==> config.mk <==
export PLATFORM = sky130hd
export DESIGN_NAME = watch_alarm_hub
export DESIGN_NICKNAME = d
export VERILOG_FILES = /design/src/rtl/watch_pkg.sv /design/src/rtl/tick_prescaler.sv /design/src/rtl/watch_alarm_hub.sv
export SDC_FILE = /design/constraint.sdc
export NUM_CORES = 1
export LEC_CHECK = 0
export ABC_AREA = 1
export CAP_MARGIN = 20
export CELL_PAD_IN_SITES_DETAIL_PLACEMENT = 1
export CELL_PAD_IN_SITES_GLOBAL_PLACEMENT = 1
export CORE_MARGIN = 2
export CORE_UTILIZATION = 38
export DETAILED_ROUTE_END_ITERATION = 12
export GPL_TIMING_DRIVEN = 0
export PLACE_DENSITY = 0.75
export SLEW_MARGIN = 20
export SYNTH_ARGS = -nofsm -noshare
export SYNTH_HDL_FRONTEND = slang
export SYNTH_HIERARCHICAL = 1
export SYNTH_SLANG_ARGS = --single-unit
==> constraint.sdc <==
create_clock -name clk -period 2.3 [get_ports clk]
set_clock_uncertainty 0.1 [all_clocks]
set_input_delay 0.23 -clock clk [delete_from_list [all_inputs] [get_ports clk]]
set_output_delay 0.23 -clock clk [all_outputs]
set_load 0.03 [all_outputs]
==> src/rtl/watch_pkg.sv <==
`default_nettype none
// +--------------------------------------------------------------------------+
// | Package : watch_pkg                                                      |
// | Purpose : Shared types, field widths and range limits for the watch      |
// |           timekeeping core (watch_alarm_hub, tick_prescaler).            |
// | Contents: state_e  - alarm service FSM states (IDLE, RINGING, SNOOZED)   |
// |           SEC_W/MIN_W/HOUR_W - time field widths                         |
// |           SEC_MAX/MIN_MAX/HOUR_MAX - largest legal field values          |
// |           hm_valid() - minute/hour range check shared by load and alarm  |
// | Revision: 1.0 - initial release                                          |
// +--------------------------------------------------------------------------+
package watch_pkg;

  localparam int SEC_W  = 6;
  localparam int MIN_W  = 6;
  localparam int HOUR_W = 5;

  localparam logic [SEC_W-1:0]  SEC_MAX  = 6'd59;
  localparam logic [MIN_W-1:0]  MIN_MAX  = 6'd59;
  localparam logic [HOUR_W-1:0] HOUR_MAX = 5'd23;

  typedef enum logic [1:0] {
    ST_IDLE    = 2'd0,
    ST_RINGING = 2'd1,
    ST_SNOOZED = 2'd2
  } state_e;

  // Minute/hour legality; used both for time loads and alarm slot writes.
  function automatic logic hm_valid(input logic [MIN_W-1:0]  m,
                                    input logic [HOUR_W-1:0] h);
    return (m <= MIN_MAX) && (h <= HOUR_MAX);
  endfunction

endpackage
`default_nettype wire

==> src/rtl/tick_prescaler.sv <==
`default_nettype none
// +--------------------------------------------------------------------------+
// | Module  : tick_prescaler                                                 |
// | Purpose : Divides the system clock down to a one-cycle 1 Hz tick. The    |
// |           counter runs 0..CLK_HZ-1 and the tick is asserted in the cycle |
// |           the count wraps.                                               |
// | Ports   : clk   in  system clock, rising edge                            |
// |           reset in  asynchronous active-low reset                        |
// |           clear in  restart the second (counter to 0, tick suppressed)   |
// |           tick  out one-cycle pulse per CLK_HZ cycles                    |
// | Revision: 1.0 - initial release                                          |
// +--------------------------------------------------------------------------+
module tick_prescaler #(
  parameter int CLK_HZ = 50_000_000
) (
  input  logic clk,
  input  logic reset,
  input  logic clear,
  output logic tick
);

  localparam int CW = (CLK_HZ > 1) ? $clog2(CLK_HZ) : 1;

  logic [CW-1:0] cnt_q;
  logic          wrap;

  assign wrap = (cnt_q == CW'(CLK_HZ - 1));

  always_ff @(posedge clk or negedge reset) begin
    if (!reset) begin
      cnt_q <= '0;
    end else if (clear || wrap) begin
      cnt_q <= '0;
    end else begin
      cnt_q <= cnt_q + CW'(1);
    end
  end

  // A clear restarts the second, so the wrap that would coincide with it is
  // not reported as a tick.
  assign tick = wrap && !clear;

endmodule
`default_nettype wire

==> src/rtl/watch_alarm_hub.sv <==
`default_nettype none
// +--------------------------------------------------------------------------+
// | Module  : watch_alarm_hub                                                |
// | Purpose : Timekeeping core: 1 Hz prescaler, HH:MM:SS counter and         |
// |           NUM_ALARMS programmable alarm slots with a snooze/dismiss FSM. |
// | Ports   : clk, reset (async active-low)                                  |
// |           load_time/set_sec/set_min/set_hour - time load strobe + value  |
// |           alarm_wr/alarm_idx/alarm_min/alarm_hour/alarm_on - slot write  |
// |           snooze, dismiss        - user strobes                          |
// |           seconds/minutes/hours  - current time (24 h)                   |
// |           tick_1hz               - 1 Hz pulse                            |
// |           load_err               - rejected load/alarm write pulse       |
// |           ringing/alarm_id       - alarm service status                  |
// |           pending                - matched, not yet serviced slots       |
// | Config  : WATCH_12H_EN adds hour12 (1..12) and pm outputs.               |
// | Revision: 1.0 - initial release                                          |
// +--------------------------------------------------------------------------+
module watch_alarm_hub
  import watch_pkg::*;
#(
  parameter  int CLK_HZ       = 50_000_000,
  parameter  int NUM_ALARMS   = 4,
  parameter  int RING_SECONDS = 60,
  parameter  int SNOOZE_MIN   = 5,
  localparam int IW           = (NUM_ALARMS > 1) ? $clog2(NUM_ALARMS) : 1
) (
  input  logic                  clk,
  input  logic                  reset,
  input  logic                  load_time,
  input  logic [SEC_W-1:0]      set_sec,
  input  logic [MIN_W-1:0]      set_min,
  input  logic [HOUR_W-1:0]     set_hour,
  input  logic                  alarm_wr,
  input  logic [IW-1:0]         alarm_idx,
  input  logic [MIN_W-1:0]      alarm_min,
  input  logic [HOUR_W-1:0]     alarm_hour,
  input  logic                  alarm_on,
  input  logic                  snooze,
  input  logic                  dismiss,
  output logic [SEC_W-1:0]      seconds,
  output logic [MIN_W-1:0]      minutes,
  output logic [HOUR_W-1:0]     hours,
  output logic                  tick_1hz,
  output logic                  load_err,
  output logic                  ringing,
  output logic [IW-1:0]         alarm_id,
  output logic [NUM_ALARMS-1:0] pending
`ifdef WATCH_12H_EN
  ,
  output logic [3:0]            hour12,
  output logic                  pm
`endif
);

  localparam int SNOOZE_TICKS = SNOOZE_MIN * 60;
  localparam int CNT_MAX      = (RING_SECONDS > SNOOZE_TICKS) ? RING_SECONDS : SNOOZE_TICKS;
  localparam int CNT_W        = (CNT_MAX > 1) ? $clog2(CNT_MAX + 1) : 1;

  // ---------------------------------------------------------------- state
  logic [SEC_W-1:0]      sec_q, sec_d;
  logic [MIN_W-1:0]      min_q, min_d;
  logic [HOUR_W-1:0]     hour_q, hour_d;
  logic                  load_err_q, load_err_d;

  logic [MIN_W-1:0]      al_min_q  [NUM_ALARMS];
  logic [HOUR_W-1:0]     al_hour_q [NUM_ALARMS];
  logic [NUM_ALARMS-1:0] al_en_q;

  state_e                state_q;
  logic [CNT_W-1:0]      cnt_q;
  logic [IW-1:0]         alarm_id_q;
  logic                  ringing_q;
  logic [NUM_ALARMS-1:0] pending_q;

  // ---------------------------------------------------------------- wires
  logic                  tick;
  logic                  load_ok, load_apply;
  logic                  wr_ok, wr_apply;
  logic                  sec_wrap;
  logic [NUM_ALARMS-1:0] match_set;
  logic [NUM_ALARMS-1:0] dis_mask;
  logic [NUM_ALARMS-1:0] cur_mask;
  logic [NUM_ALARMS-1:0] pend_eff;
  logic [IW-1:0]         lowest_idx;
  logic                  cur_disabled;
  logic                  count_done;

  // Request validation. A slot index beyond NUM_ALARMS-1 (possible when
  // NUM_ALARMS is not a power of two) is rejected like an out-of-range time.
  assign load_ok    = (set_sec <= SEC_MAX) && hm_valid(set_min, set_hour);
  assign load_apply = load_time && load_ok;
  assign wr_ok      = ({1'b0, alarm_idx} < (IW+1)'(NUM_ALARMS))
                      && hm_valid(alarm_min, alarm_hour);
  assign wr_apply   = alarm_wr && wr_ok;
  assign load_err_d = (load_time && !load_ok) || (alarm_wr && !wr_ok);

  // A valid load restarts the second; that also suppresses the tick, which
  // is how a load wins over a coincident tick.
  tick_prescaler #(
    .CLK_HZ (CLK_HZ)
  ) u_prescaler (
    .clk   (clk),
    .reset (reset),
    .clear (load_apply),
    .tick  (tick)
  );

  // ------------------------------------------------------ time next-state
  always_comb begin
    sec_d    = sec_q;
    min_d    = min_q;
    hour_d   = hour_q;
    sec_wrap = 1'b0;
    if (load_apply) begin
      sec_d  = set_sec;
      min_d  = set_min;
      hour_d = set_hour;
    end else if (tick) begin
      if (sec_q >= SEC_MAX) begin
        sec_d    = '0;
        sec_wrap = 1'b1;
        if (min_q >= MIN_MAX) begin
          min_d  = '0;
          hour_d = (hour_q >= HOUR_MAX) ? '0 : hour_q + HOUR_W'(1);
        end else begin
          min_d = min_q + MIN_W'(1);
        end
      end else begin
        sec_d = sec_q + SEC_W'(1);
      end
    end
  end

  // Alarms fire only on a counted minute boundary; sec_wrap is never set by
  // a load, so loading a matching time does not ring.
  always_comb begin
    match_set = '0;
    for (int i = 0; i < NUM_ALARMS; i++) begin
      if (sec_wrap && al_en_q[i] && (al_min_q[i] == min_d) && (al_hour_q[i] == hour_d)) begin
        match_set[i] = 1'b1;
      end
    end
  end

  // Writing a slot disabled withdraws any pending request from it.
  assign dis_mask     = (wr_apply && !alarm_on) ? (NUM_ALARMS'(1) << alarm_idx) : '0;
  assign cur_mask     = NUM_ALARMS'(1) << alarm_id_q;
  assign pend_eff     = pending_q & ~dis_mask;
  assign cur_disabled = |(dis_mask & cur_mask);
  assign count_done   = tick && (cnt_q <= CNT_W'(1));

  // Lowest-index pending slot is serviced first.
  always_comb begin
    lowest_idx = '0;
    for (int i = NUM_ALARMS - 1; i >= 0; i--) begin
      if (pend_eff[i]) begin
        lowest_idx = IW'(i);
      end
    end
  end

  // ------------------------------------------------- time and alarm slots
  always_ff @(posedge clk or negedge reset) begin
    if (!reset) begin
      sec_q      <= '0;
      min_q      <= '0;
      hour_q     <= '0;
      load_err_q <= 1'b0;
      al_en_q    <= '0;
      for (int i = 0; i < NUM_ALARMS; i++) begin
        al_min_q[i]  <= '0;
        al_hour_q[i] <= '0;
      end
    end else begin
      sec_q      <= sec_d;
      min_q      <= min_d;
      hour_q     <= hour_d;
      load_err_q <= load_err_d;
      if (wr_apply) begin
        al_min_q[alarm_idx]  <= alarm_min;
        al_hour_q[alarm_idx] <= alarm_hour;
        al_en_q[alarm_idx]   <= alarm_on;
      end
    end
  end

  // ------------------------------------------------ alarm service FSM
  // cnt_q is shared: ring countdown in RINGING, snooze countdown in SNOOZED.
  // The default pending update merges new matches and slot disables; the
  // branches that finish servicing also drop the current slot's bit.
  always_ff @(posedge clk or negedge reset) begin
    if (!reset) begin
      state_q    <= ST_IDLE;
      cnt_q      <= '0;
      alarm_id_q <= '0;
      ringing_q  <= 1'b0;
      pending_q  <= '0;
    end else begin
      pending_q <= pend_eff | match_set;
      case (state_q)
        ST_IDLE: begin
          if (|pend_eff) begin
            state_q    <= ST_RINGING;
            alarm_id_q <= lowest_idx;
            cnt_q      <= CNT_W'(RING_SECONDS);
            ringing_q  <= 1'b1;
          end
        end
        ST_RINGING: begin
          if (dismiss || cur_disabled || count_done) begin
            pending_q <= (pend_eff & ~cur_mask) | match_set;
            state_q   <= ST_IDLE;
            ringing_q <= 1'b0;
          end else if (snooze) begin
            state_q   <= ST_SNOOZED;
            cnt_q     <= CNT_W'(SNOOZE_TICKS);
            ringing_q <= 1'b0;
          end else if (tick) begin
            cnt_q <= cnt_q - CNT_W'(1);
          end
        end
        ST_SNOOZED: begin
          if (dismiss || cur_disabled) begin
            pending_q <= (pend_eff & ~cur_mask) | match_set;
            state_q   <= ST_IDLE;
            ringing_q <= 1'b0;
          end else if (count_done) begin
            state_q   <= ST_RINGING;
            cnt_q     <= CNT_W'(RING_SECONDS);
            ringing_q <= 1'b1;
          end else if (tick) begin
            cnt_q <= cnt_q - CNT_W'(1);
          end
        end
        default: begin
          state_q   <= ST_IDLE;
          ringing_q <= 1'b0;
        end
      endcase
    end
  end

  // ---------------------------------------------------------- outputs
  assign seconds  = sec_q;
  assign minutes  = min_q;
  assign hours    = hour_q;
  assign tick_1hz = tick;
  assign load_err = load_err_q;
  assign ringing  = ringing_q;
  assign alarm_id = alarm_id_q;
  assign pending  = pending_q;

`ifdef WATCH_12H_EN
  // 0 -> 12 AM, 1..11 AM, 12 -> 12 PM, 13..23 -> 1..11 PM.
  always_comb begin
    pm = (hour_q >= 5'd12);
    if (hour_q == '0) begin
      hour12 = 4'd12;
    end else if (hour_q > 5'd12) begin
      hour12 = 4'(hour_q - 5'd12);
    end else begin
      hour12 = 4'(hour_q);
    end
  end
`endif

endmodule
`default_nettype wire

[Word-level counts from Yosys, hierarchy flattened]
Cells that the tools add are included.
Storage, ports and cells
  bits in latches: 0
  memories kept: 0
  RAM bits: 0
  flip-flop bits (word level): 110
  word-level logic and storage cells: 159
  output and inout port bits: 26
  bits in read-only memories: 0
Cells by class
  equality and inequality tests: 16
  multiplexer cells: 56
  add/subtract/negate cells: 5
  bitwise gates (word level): 8
  shift operators: 2
  $lt $le $gt $ge: 13
  $mul: 0
  reductions and logical operators: 40
  divide/modulo/power cells: 0
Operator list (number)
  $mux W9: 6
  $mux W6: 8
  $mux W5: 6
  $pmux W9 S3: 1
  $add A26 B1 Y26 const B: 1
  $eq A26 B26 Y1 const B: 1
  $mux W26: 1
  $bwmux W24: 1
  $eq A6 B6 Y1: 4
  $logic_and A1 B1 Y1: 24
  $bwmux W20: 1
  $eq A5 B5 Y1: 4
  $le A6 B6 Y1 const B: 3
  $mux W2: 9
  $mux W1: 13
  $add A6 B1 Y6 const B: 2
  $and A4 B4 Y4: 3
  $demux W6 S2: 1
  $ge A6 B6 Y1 const B: 2
  $mux W4: 3
  $demux W5 S2: 1
  $le A5 B5 Y1 const B: 2
  $le A9 B1 Y1 const B: 1
  $sub A9 B1 Y9 const B: 1
  other kinds (28): 41

[Logic depth before layout (Yosys ltp)]
Gate-level depths: netlist of the first run.
  word-level depth: 15
  mapped depth: 21

[Hierarchy]
The synthesis of the first run kept the hierarchy.
By module, submodules not included
  watch_alarm_hub: cells each 746, area an instance 5367.6 um^2, seq. area each 2102.0 um^2, instances 1
  tick_prescaler: cells each 226, area an instance 1594.0 um^2, seq. area each 650.6 um^2, instances 1

[Worst setup path before layout of the first run]
OpenSTA, ideal clock, no wires.
  path type: register -> register
  start point: register u_prescaler.cnt_q[0]
  end point: register pending_q[0], in the netlist pending[0]
  path buffers: 1
  cell stages (with the launch flop): 15
  path slack: -0.663 ns
  arrival time: 2.724 ns
  period minus slack after synthesis: 2.963 ns
  setup time: 0.139 ns
  cell sequence: dfrtp_1 > ha_1 > nand3_2 > nor2_1 > nand3_2 > nor2_1 > buf_2 > nand3_2 > nand3_1 > nand3_2 > or2_2 > nand3_1 > nor2_1 > nand3_1 > a21oi_1
Between the ends
  word-level cells in the longest chain between the ends: 11
Ends and longest elaborated chain
  from (decl): RTL line tick_prescaler.sv:24  | logic [CW-1:0] cnt_q;
  from (signal assigned): RTL line tick_prescaler.sv:35  | cnt_q <= cnt_q + CW'(1);
  $eq A26 B26 Y1 *: RTL line tick_prescaler.sv:27  | assign wrap = (cnt_q == CW'(CLK_HZ - 1));
  $logic_and A1 B1 Y1 *: RTL line tick_prescaler.sv:41  | assign tick = wrap && !clear;
  named net tick_1hz: RTL line watch_alarm_hub.sv:43  | output logic tick_1hz,
  $mux W6 / $mux W1 (equally long branches): RTL line watch_alarm_hub.sv:118  | end else if (tick) begin
  $mux W6 / $mux W1 (equally long branches): RTL line watch_alarm_hub.sv:114  | if (load_apply) begin
  $eq A6 B6 Y1 / $logic_and A1 B1 Y1 (equally long branches): RTL line watch_alarm_hub.sv:139  | if (sec_wrap && al_en_q[i] && (al_min_q[i] == min_d) && (al_hour_q[i] == hour_d)) begin
  $logic_and A1 B1 Y1 (2 in a row): RTL line watch_alarm_hub.sv:139
  $mux W1: RTL line watch_alarm_hub.sv:139
  $or A4 B4 Y4 (on tied branches): RTL line watch_alarm_hub.sv:199, watch_alarm_hub.sv:211, watch_alarm_hub.sv:224
  $mux W4 (on tied branches): RTL line watch_alarm_hub.sv:223, watch_alarm_hub.sv:210
  $pmux W4 S2 *: RTL line watch_alarm_hub.sv:200  | case (state_q)
  to (signal assigned): RTL line watch_alarm_hub.sv:199  | pending_q <= pend_eff | match_set;
  to (signal assigned): RTL line watch_alarm_hub.sv:211  | pending_q <= (pend_eff & ~cur_mask) | match_set;
  to (signal assigned): RTL line watch_alarm_hub.sv:224  | pending_q <= (pend_eff & ~cur_mask) | match_set;
  to (decl): RTL line watch_alarm_hub.sv:73  | logic [NUM_ALARMS-1:0] pending_q;
Mark *: on every way through the listed nets, which the timed path passes. The rest lies on a longest branch.
A chain may end at the register's enable or synchronous reset.

[Final worst setup path of the first run]
  start point: register u_prescaler.cnt_q[6]
  end point: register pending_q[0], in the netlist pending[0]
Between the ends
  word-level cells in the longest chain between the ends: 11
Ends and longest elaborated chain (RTL line)
  $eq A26 B26 Y1 *: tick_prescaler.sv:27
  $logic_and A1 B1 Y1 *: tick_prescaler.sv:41
  $mux W6 / $mux W1 (equally long branches): watch_alarm_hub.sv:118
  $mux W6 / $mux W1 (equally long branches): watch_alarm_hub.sv:114
  $eq A6 B6 Y1 / $logic_and A1 B1 Y1 (equally long branches): watch_alarm_hub.sv:139
  $logic_and A1 B1 Y1 (2 in a row): watch_alarm_hub.sv:139
  $mux W1: watch_alarm_hub.sv:139
  $or A4 B4 Y4 (on tied branches): watch_alarm_hub.sv:199, watch_alarm_hub.sv:211, watch_alarm_hub.sv:224
  $mux W4 (on tied branches): watch_alarm_hub.sv:223, watch_alarm_hub.sv:210
  $pmux W4 S2 *: watch_alarm_hub.sv:200
Mark *: on every way between the ends. The rest lies on a longest branch, timed or not.

==> flow_metrics.py, run 1 <==
metrics = {
    "clock_tree": {
        "cts_buffers": 9,
        "clockRootBuffer": "clkbuf_16",
        "cts_htree_levels": 3,
        "cts_tree": "built",
        "cts_sinks": 110,
        "clk_pin_slew_ps": 80,
        "cts.path.max_buffers": 2,
        "clock_latency_ps": 370,
    },
    "synthesis": {
        "ys_seq_area_frac": 0.395,
        "synthFlopType": "dfrtp_1",
        "synthArstFlopShare": 1.00,
        "synth_top_area_frac": 0.395,
        "synth_seq_cells": 110,
        "synthesis.area_mm2": 0.00696,
        "synth_top_area_cell": "dfrtp_1",
        "yosysWarnings": 6,
        "synth.distinct_cells": 44,
        "netlist_top_cells_area": "dfrtp_1 40%, nand2_1 16%, inv_1 6.6%",
        "avgSynthCellArea_um2": 7.16,
        "synth_edf_count": 0,
        "syn_nets": 1020,
        "postSynthCellCount": 972,
    },
    "floorplanning": {
        "io_pins": 63,
        "dieArea_mm2": 0.0194,
        "fp.dieW_um": 139,
        "die_y_um": 139,
        "fp-row-count": 49,
        "initial_core_util": 0.388,
        "core-area_mm2": 0.0180,
    },
    "detailed_routing": {
        "wl_per_cell_um": 17.0,
        "num_vias": 6669,
        "drtIter0Drc": 300,
        "ant_nets": 0,
        "drcViolationCount": 0,
        "drtPass1Iterations": 4,
        "wl_met3_um": 781,
        "maxUsedRoutingLayer": "met4",
        "met1Wirelength_mm": 10.1,
        "dr_wl_met2_mm": 11.4,
        "routed_via_density": 5.02,
        "wl_mm": 22.6,
    },
    "worst_setup_path": {
        "required_ps": 2490,
        "startpoint": "u_prescaler/cnt_q[6]$_DFF_PN0_",
        "startpoint_type": "flop",
        "critPathCapture": "pending[0]$_DFF_PN0_",
        "reg2reg_slack_ps": -400,
        "cp.arrival_ps": 2890,
        "r2r_end": "pending[0]$_DFF_PN0_",
        "criticalPathCategory": "reg2reg",
        "critPathMaxFanout": 4,
        "rr_startpoint": "u_prescaler/cnt_q[6]$_DFF_PN0_",
        "rr_worst_depth": 18,
        "cp-end-kind": "flop",
    },
    "finish": {
        "final.fill_count": 2269,
        "areaGrowthSynthToFinish_pct": 29.7,
        "nNetsFinal": 1143,
        "n_antenna_cell": 0,
        "layout-drive-gt1-share": 0.202,
    },
    "power_and_ir_drop": {
        "power.density_mw_per_mm2": 771,
        "irDropWorstVdd_mv": 0.610,
        "switchingPower_uw": 2770,
        "switching_share": 0.398,
        "p_seq_frac": 0.365,
        "p_clk_frac": 0.223,
        "p_leak_uw": 0.00420,
        "p_int_uw": 4190,
        "combPwrFrac": 0.412,
    },
    "timing": {
        "setup_tns_ps": -3840,
        "setup_slack_ps": -397,
        "maxSlewViolCount": 0,
        "period_share": 1.17,
        "max_freq_mhz": 371,
        "tightest_slew_ps": 747,
        "finalSetupViolations": 13,
        "slew_headroom": 0.498,
        "period_minus_slack_ps": 2700,
        "hold_violations": 0,
        "rsz0062_at_grt": "true",
    },
    "grt": {
        "groute.usage.overall": 0.233,
        "antenna_found_initial": 0,
        "gr-total-overflow": 0,
        "grt_pass1_wl_mm": 35.8,
        "grt_max_degree": 59,
        "grt_pass1_vias": 6801,
    },
    "run_status": {
        "violations": "negative setup slack",
        "status": "finished with violations",
    },
    "hold_path": {
        "hp-class": "in2async",
    },
    "run": {
        "drv_cap": 0,
    },
    "placed_design": {
        "post-dp-hpwl_mm": 16.6,
        "gp_congestion": 0.843,
        "pre_cts_ws_ps": -1260,
        "port_buffers": 62,
    },
}
[registers in the layout, summed over array words and instances (netlist names)]
signal and flops:
u_prescaler/cnt_q 26, state_q 2, seconds 6, hours 5, pending 4, al_en_q 4, cnt_q 9, al_min_q 24
al_hour_q 20, minutes 6, ringing 1, load_err 1, alarm_id 2
[what timing repair did]
| item | CTS | global route |
|---|---|---|
| endpoints found under the setup margin | 29 | 24 |
| gates cloned | 1 | 0 |
| pin swaps | 27 | 43 |
| hold endpoints to repair | 52 | 0 |
| hold buffers | 1 | 0 |
| resized for setup | 53 | 57 |
| setup buffers | 32 | 16 |
[cells in the mapped netlist, types with 2 or more instances]
cell	count
a21oi_1	15
a21oi_2	2
a22oi_1	3
buf_6	3
clkbuf_1	11
dfrtp_1	110
ha_1	11
inv_1	123
inv_2	8
nand2_1	300
nand2_2	12
nand2_4	6
nand3_1	63
nand3_2	14
nand3_4	3
nand3b_1	8
nand4_1	11
nor2_1	121
nor2_2	10
nor2_4	7
nor3_1	5
nor4_1	2
o211ai_1	2
o21ai_0	61
o21ai_2	10
o221ai_1	2
or2_2	6
xnor2_1	8
xor2_1	20
[layout make-up]
| cell class | count | area (um2) | area share |
|---|---|---|---|
| buffer | 16 | 110 | 0.0122 |
| tap | 229 | 287 | 0.0317 |
| timing repair buffer | 113 | 1110 | 0.123 |
| multi-input combinational | 714 | 3990 | 0.441 |
| clock buffer | 9 | 225 | 0.0249 |
| sequential | 110 | 2760 | 0.305 |
| clock inverter | 6 | 53.8 | 0.00596 |
| inverter | 131 | 504 | 0.0558 |
[how the worst min path moves through the flow]
stage / endpoint
after CTS: u_prescaler/cnt_q[8]$_DFF_PN0_
after floorplan: al_en_q[0]$_DFFE_PN0P_
final: u_prescaler/cnt_q[8]$_DFF_PN0_
after detailed placement: u_prescaler/cnt_q[8]$_DFF_PN0_
after global routing: minutes[3]$_DFF_PN0_
after global placement: ringing$_DFFE_PN0P_
[power by group through the flow]
| stage | registers [uW] | clock network (uW) | logic, uW |
|---|---|---|---|
| after floorplan | 2590 | 0 | 1480 |
| after global placement | 2560 | 0 | 2200 |
| after detailed placement | 2570 | 0 | 2280 |
| after CTS | 2530 | 1600 | 2740 |
| after global routing | 2580 | 1650 | 3160 |
| final | 2540 | 1550 | 2870 |
[critical path: stages, from the launching register on]
cell      delay (ps)
dfrtp_1          390
inv_1             90
nor2_1            90
nand2_1           90
nor2_4           150
nand3_2          110
nor2_4           190
buf_6            150
nand3_4          120
nand2_1          130
nand3_4          110
buf_4            150
nand3b_1          70
nand2_1           90
nor2_1           120
nand2_1           80
nor2_1            90
nand3_1          150
a21oi_2          160
[metrics by stage]
stage          cells  cell area [um2]  utilization  power (uW)  hold WS [ps]
2_1_floorplan    972             7000            -        4070          -166
3_3_place_gp    1263             7910        0.440        4760           359
3_5_place_dp    1264             7940        0.442        4850           121
4_1_cts         1312             8710        0.485        6870           311
5_1_grt         1328             9030        0.503        7400           321
6_report        1328             9030        0.503        6960           292
[layer usage]
layer	vias up	global-route usage
met5	-	0
met4	0	0.0606
met3	22	0.0303
met2	106	0.406
met1	3241	0.306
li1	3300	-
[cells by family after synthesis]
family | synth area share
buf+inv | 0.0861
flops | 0.395
xor+xnor | 0.0352
simple gates | 0.380
fa+ha+maj | 0.0198
compound gates | 0.0839
[placed cells by master, fill, tap and decap left out, types with 3 or more instances in the layout]
cell             instances
inv_2                   12
buf_4                   39
clkdlybuf4s50_1         56
nand3b_1                 8
nand2_4                 12
xnor2_1                  7
nor2_1                 101
nand4_1                 11
nor2_2                  23
dlygate4sd2_1            5
o21ai_2                 10
o21ai_0                 56
nand2_1                281
buf_6                    9
a22oi_1                  3
nand3_1                 54
a21oi_1                 11
nand3_4                 15
xor2_1                  18
clkbuf_1                11
o21ai_1                  5
clkbuf_16                9
inv_1                  116
nand2_2                 25
nand3_2                 11
nor2_4                  14
dfrtp_1                108
nor3_1                   4
a21oi_2                  6
buf_12                   5
ha_1                    10
or2_2                    6
Power figures use the tool's default switching activity.
==> run 2, diff against run 1 <==
--- a/config.mk
+++ b/config.mk
@@ -9,11 +9,11 @@
 export CAP_MARGIN = 20
 export CELL_PAD_IN_SITES_DETAIL_PLACEMENT = 1
 export CELL_PAD_IN_SITES_GLOBAL_PLACEMENT = 1
-export CORE_MARGIN = 2
-export CORE_UTILIZATION = 38
+export CORE_UTILIZATION = 40
+export CTS_BUF_LIST = sky130_fd_sc_hd__clkbuf_8
 export DETAILED_ROUTE_END_ITERATION = 12
 export GPL_TIMING_DRIVEN = 0
-export PLACE_DENSITY = 0.75
+export PLACE_DENSITY = 0.79
 export SLEW_MARGIN = 20
 export SYNTH_ARGS = -nofsm -noshare
 export SYNTH_HDL_FRONTEND = slang
==> flow_metrics.py, run 2 (synthesized netlist as in run 1, its figures left out) <==
metrics = {
    "run_status": {
        "status": "finished with violations",
        "violations": "negative setup slack",
    },
    "clock_tree": {
        "cts_sinks": 110,
        "cts_htree_levels": 3,
        "clockRootBuffer": "clkbuf_8",
        "cts.path.max_buffers": 2,
        "cts_buffers": 9,
        "cts_tree": "built",
        "clk_pin_slew_ps": 120,
        "clock_latency_ps": 410,
    },
    "finish": {
        "n_antenna_cell": 0,
        "layout-drive-gt1-share": 0.201,
        "largest_reg_flops": 26,
        "nNetsFinal": 1145,
        "reg.largest.list": "u_prescaler/cnt_q x26, al_min_q x24, al_hour_q x20",
        "layout_common_cells": "275 x nand2_1, 117 x inv_1, 109 x dfrtp_1",
        "regMostFlops": "u_prescaler/cnt_q",
        "final_common_cell": "nand2_1",
        "areaGrowthSynthToFinish_pct": 28.5,
    },
    "timing": {
        "finalSetupViolations": 15,
        "hold_violations": 0,
        "tightest_slew_ps": 734,
        "setup_slack_ps": -395,
        "period_minus_slack_ps": 2700,
        "setup_tns_ps": -4050,
        "period_share": 1.17,
        "rsz0062_at_grt": "true",
        "slew_headroom": 0.507,
        "maxSlewViolCount": 0,
        "max_freq_mhz": 371,
    },
    "worst_setup_path": {
        "cp-end-kind": "flop",
        "cp.arrival_ps": 2890,
        "criticalPathCategory": "reg2reg",
        "critPathMaxStageDelay_ps": 420,
        "r2r_end": "cnt_q[8]$_DFFE_PN0P_",
        "critPathCapture": "cnt_q[8]$_DFFE_PN0P_",
        "path_buf_inv": 4,
        "crit_slowest_cell": "dfrtp_1",
        "reg2reg_slack_ps": -400,
        "rr_startpoint": "u_prescaler/cnt_q[20]$_DFF_PN0_",
        "required_ps": 2500,
        "critPathMaxFanout": 6,
        "cp.depth": 17,
        "startpoint": "u_prescaler/cnt_q[20]$_DFF_PN0_",
        "rr_worst_depth": 17,
        "crit_chain": "nand2_1 > nor2_2 > nand2_1 > nor2_2 > nand3_4 > nor2_4 > buf_6 > buf_8 > buf_6 > nand2_4 > nor2_4 > inv_4 > nor4_4 > xor2_1 > a21oi_1 > nand3_1 > nand2_1",
        "critPathMostFrequentCell": "nand2_1",
        "startpoint_type": "flop",
        "crit_family": "simple AND/OR/NAND/NOR gates",
    },
    "power_and_ir_drop": {
        "p_clk_frac": 0.181,
        "p_int_uw": 3820,
        "p_seq_frac": 0.385,
        "combPwrFrac": 0.433,
        "power_uw": 6590,
        "power.density_mw_per_mm2": 736,
        "irDropWorstVdd_mv": 0.488,
        "p_leak_uw": 0.00421,
        "switchingPower_uw": 2760,
        "switching_share": 0.420,
    },
    "detailed_routing": {
        "ant_nets": 0,
        "drtIter0Drc": 338,
        "drtPass1Iterations": 4,
        "num_vias": 6715,
        "wl_per_cell_um": 17.0,
        "wl_mm": 22.4,
        "drcViolationCount": 0,
        "routed_via_density": 5.08,
    },
    "floorplanning": {
        "io_pins": 63,
        "core-area_mm2": 0.0168,
        "dieArea_mm2": 0.0179,
        "die_y_um": 134,
        "fp-row-count": 47,
        "fp.dieW_um": 134,
        "initial_core_util": 0.415,
    },
    "grt": {
        "grt_pass1_vias": 6793,
        "grt_max_degree": 72,
        "groute.usage.overall": 0.257,
        "antenna_found_initial": 0,
        "grt_pass1_wl_mm": 35.4,
        "gr-total-overflow": 0,
    },
    "run": {
        "drv_cap": 0,
    },
    "placed_design": {
        "post-dp-hpwl_mm": 16.3,
        "gp_congestion": 0.843,
        "port_buffers": 62,
    },
    "hold_path": {
        "hp-class": "in2async",
    },
}
run 2: area by class of cell:
type / instances / area [um2]
Buffer: 16 / 106
Clock buffer: 9 / 124
Clock inverter: 7 / 66.3
Fill cell: 2123 / 7820
Inverter: 131 / 504
Multi-Input combinational cell: 714 / 4000
Sequential cell: 110 / 2750
Tap cell: 220 / 275
Timing Repair Buffer: 115 / 1110
run 2: what timing repair did:
item,4_1_cts,5_1_grt
endpoints found under the setup margin,25,24
hold buffers,1,0
cloned,1,0
pin swaps,38,42
buffers inserted,34,16
resized for setup,60,51
hold endpoints to repair,39,0
run 2: worst min-delay path by stage:
stage | startpoint | endpoint | slack [ps] | depth (start not counted)
after detailed placement | reset | u_prescaler/cnt_q[6]$_DFF_PN0_ | 70 | 1
after CTS | reset | u_prescaler/cnt_q[6]$_DFF_PN0_ | 180 | 2
after floorplan | reset | al_en_q[0]$_DFFE_PN0P_ | -170 | 0
after global placement | ringing$_DFFE_PN0P_ | ringing$_DFFE_PN0P_ | 360 | 2
final | reset | u_prescaler/cnt_q[6]$_DFF_PN0_ | 180 | 2
after global routing | reset | u_prescaler/cnt_q[5]$_DFF_PN0_ | 210 | 2
run 2: per-layer routing:
metal / global-route usage / part of all wire / vias up
met4: 0.0833 / 0.024 / 0
li1: - / - / 3304
met1: 0.325 / 0.44 / 3290
met3: 0.0344 / 0.028 / 32
met2: 0.453 / 0.51 / 89
met5: 0 / 0 / -
run 2: metrics by stage:
stage | setup slack [ps] | instances | hold WS, ps | utilization | cell area, um2
2_1_floorplan | -184 | 972 | -166 | - | 7000
3_3_place_gp | -3570 | 1254 | 359 | 0.471 | 7900
3_5_place_dp | -1190 | 1255 | 67.8 | 0.473 | 7920
4_1_cts | -421 | 1306 | 181 | 0.517 | 8670
5_1_grt | -568 | 1322 | 213 | 0.534 | 8940
6_report | -395 | 1322 | 183 | 0.534 | 8940
run 2: power groups by stage:
stage	Clock [uW]	Combinational (uW)	Sequential, uW
after CTS	1240	2710	2530
after global routing	1290	3130	2580
final	1200	2860	2540
after detailed placement	0	2270	2560
after global placement	0	2200	2550
after floorplan	0	1480	2590
==> run 3, diff against run 2 <==
==> constraint.sdc (replaced) <==
create_clock -name clk -period 2.3 [get_ports clk]
set_clock_uncertainty 0.1 [all_clocks]
set_input_delay 0.23 -clock clk [delete_from_list [all_inputs] [get_ports clk]]
set_output_delay 0.23 -clock clk [all_outputs]
set_load 0.005 [all_outputs]
==> flow_metrics.py, run 3 (synthesized netlist as in run 1, its figures left out) <==
metrics = {
    "run_status": {
        "status": "finished with violations",
        "violations": "negative setup slack",
    },
    "timing": {
        "slew_headroom": 0.426,
        "hold_violations": 0,
        "finalSetupViolations": 16,
        "period_share": 1.18,
        "period_minus_slack_ps": 2710,
        "whs_ps": 131,
        "rsz0062_at_grt": "true",
        "max_freq_mhz": 369,
        "tightest_slew_ps": 854,
        "maxSlewViolCount": 0,
        "setup_slack_ps": -409,
    },
    "clock_tree": {
        "cts_htree_levels": 3,
        "clockRootBuffer": "clkbuf_8",
        "cts_buffers": 9,
        "cts.path.max_buffers": 2,
        "cts_sinks": 110,
        "cts_tree": "built",
        "clk_pin_slew_ps": 110,
        "clock_latency_ps": 400,
    },
    "finish": {
        "layout_common_cells": "278 x nand2_1, 117 x inv_1, 108 x dfrtp_1",
        "layout-drive-gt1-share": 0.207,
        "final_common_cell": "nand2_1",
        "largest_reg_flops": 26,
        "reg.largest.list": "u_prescaler/cnt_q x26, al_min_q x24, al_hour_q x20",
        "fin_util": 0.535,
        "areaGrowthSynthToFinish_pct": 28.8,
        "postLayoutCellArea_mm2": 0.00897,
        "regMostFlops": "u_prescaler/cnt_q",
        "nNetsFinal": 1151,
        "n_antenna_cell": 0,
        "final.fill_count": 2113,
    },
    "detailed_routing": {
        "drtPass1Iterations": 4,
        "drtIter0Drc": 260,
        "drcViolationCount": 0,
        "num_vias": 6710,
        "routed_via_density": 5.06,
        "wl_mm": 22.7,
        "ant_nets": 0,
        "wl_per_cell_um": 17.1,
    },
    "hold_path": {
        "hp-class": "in2reg",
        "worstHoldPathCells": 3,
    },
    "floorplanning": {
        "io_pins": 63,
        "die_y_um": 134,
        "fp-row-count": 47,
        "initial_core_util": 0.415,
        "dieArea_mm2": 0.0179,
        "fp.dieW_um": 134,
        "core-area_mm2": 0.0168,
    },
    "worst_setup_path": {
        "rr_worst_depth": 18,
        "required_ps": 2530,
        "criticalPathCategory": "reg2reg",
        "cp.arrival_ps": 2940,
        "startpoint_type": "flop",
        "cp-end-kind": "flop",
        "critPathMaxFanout": 6,
    },
    "grt": {
        "antenna_found_initial": 0,
        "grt_max_degree": 57,
        "gr-total-overflow": 0,
        "grt_pass1_wl_mm": 36.5,
        "groute.usage.overall": 0.262,
        "grt_pass1_vias": 6911,
    },
    "placed_design": {
        "port_buffers": 62,
        "dpl_cell_area_mm2": 0.00791,
        "post-dp-hpwl_mm": 16.1,
        "gp_congestion": 0.877,
    },
    "run": {
        "drv_cap": 0,
    },
    "power_and_ir_drop": {
        "p_leak_uw": 0.00419,
        "irDropWorstVdd_mv": 0.845,
        "power.density_mw_per_mm2": 708,
    },
}
[run 3: what timing repair did]
item                                    CTS  global route
gates resized for setup                  66            47
hold buffers                              1             0
endpoints found under the hold margin    54             0
setup buffers                            37            18
endpoints found under the setup margin   25            26
pin swaps                                34            27
gates cloned                              1             0
[run 3: per-layer routing]
layer | up-vias | GRT usage | routed length (um)
met4 | 0 | 0.0789 | 454
li1 | 3315 | - | -
met1 | 3266 | 0.334 | 10100
met5 | - | 0 | 0
met2 | 100 | 0.460 | 11500
met3 | 29 | 0.0359 | 585
[run 3: through the flow]
stage	worst slack (ps)	cells	power, uW	TNS (ps)
detailed placement	-1190	1255	4720	-24540
floorplan	-41.4	972	3960	-126
global route	-565	1327	6750	-7470
CTS	-350	1309	6250	-4060
global placement	-3650	1254	4640	-422570
finish	-409	1327	6350	-4720
[run 3: area by class of cell]
class / count / area (um2) / area share
clock buffer: 9 / 124 / 0.0138
inverter: 131 / 499 / 0.0557
clock inverter: 6 / 52.6 / 0.00586
buffer: 17 / 126 / 0.0141
timing repair buffer: 120 / 1140 / 0.128
sequential: 110 / 2760 / 0.307
tap: 220 / 275 / 0.0307
multi-input combinational: 714 / 3990 / 0.445
[run 3: final timing paths]
check / slack (ps) / end / from
worst max-delay path: -410 / pending[1]$_DFF_PN0_ / u_prescaler/cnt_q[8]$_DFF_PN0_
worst min-delay path: 130 / seconds[4]$_DFFE_PN0P_ / set_sec[4]
worst max register to register: -410 / pending[1]$_DFF_PN0_ / u_prescaler/cnt_q[8]$_DFF_PN0_
worst min register to register: 390 / ringing$_DFFE_PN0P_ / ringing$_DFFE_PN0P_
max in group asynchronous: 1190 / al_min_q[23]$_DFFE_PN0P_ / reset
min in group asynchronous: 240 / u_prescaler/cnt_q[6]$_DFF_PN0_ / reset
[run 3: worst max-delay path: stages, from the launching register on]
cell	delay, ps
dfrtp_2	460
nor2_1	120
nand2_1	90
nor2_4	160
nand3_4	110
nor2_4	190
buf_6	160
buf_8	130
buf_12	100
nand3_4	70
nand2_2	100
nand3_4	100
nand2_4	120
o21ai_2	60
nor2_2	120
nand2_1	90
nor2_1	100
nand3_1	110
a21oi_2	140
[run 3: power by group]
part | internal, uW | switching, uW | total, uW | leakage [uW]
clock network | 406 | 743 | 1150 | 0.0000842
logic | 1100 | 1570 | 2670 | 0.00271
registers | 2240 | 293 | 2530 | 0.00140
total | 3750 | 2600 | 6350 | 0.00419
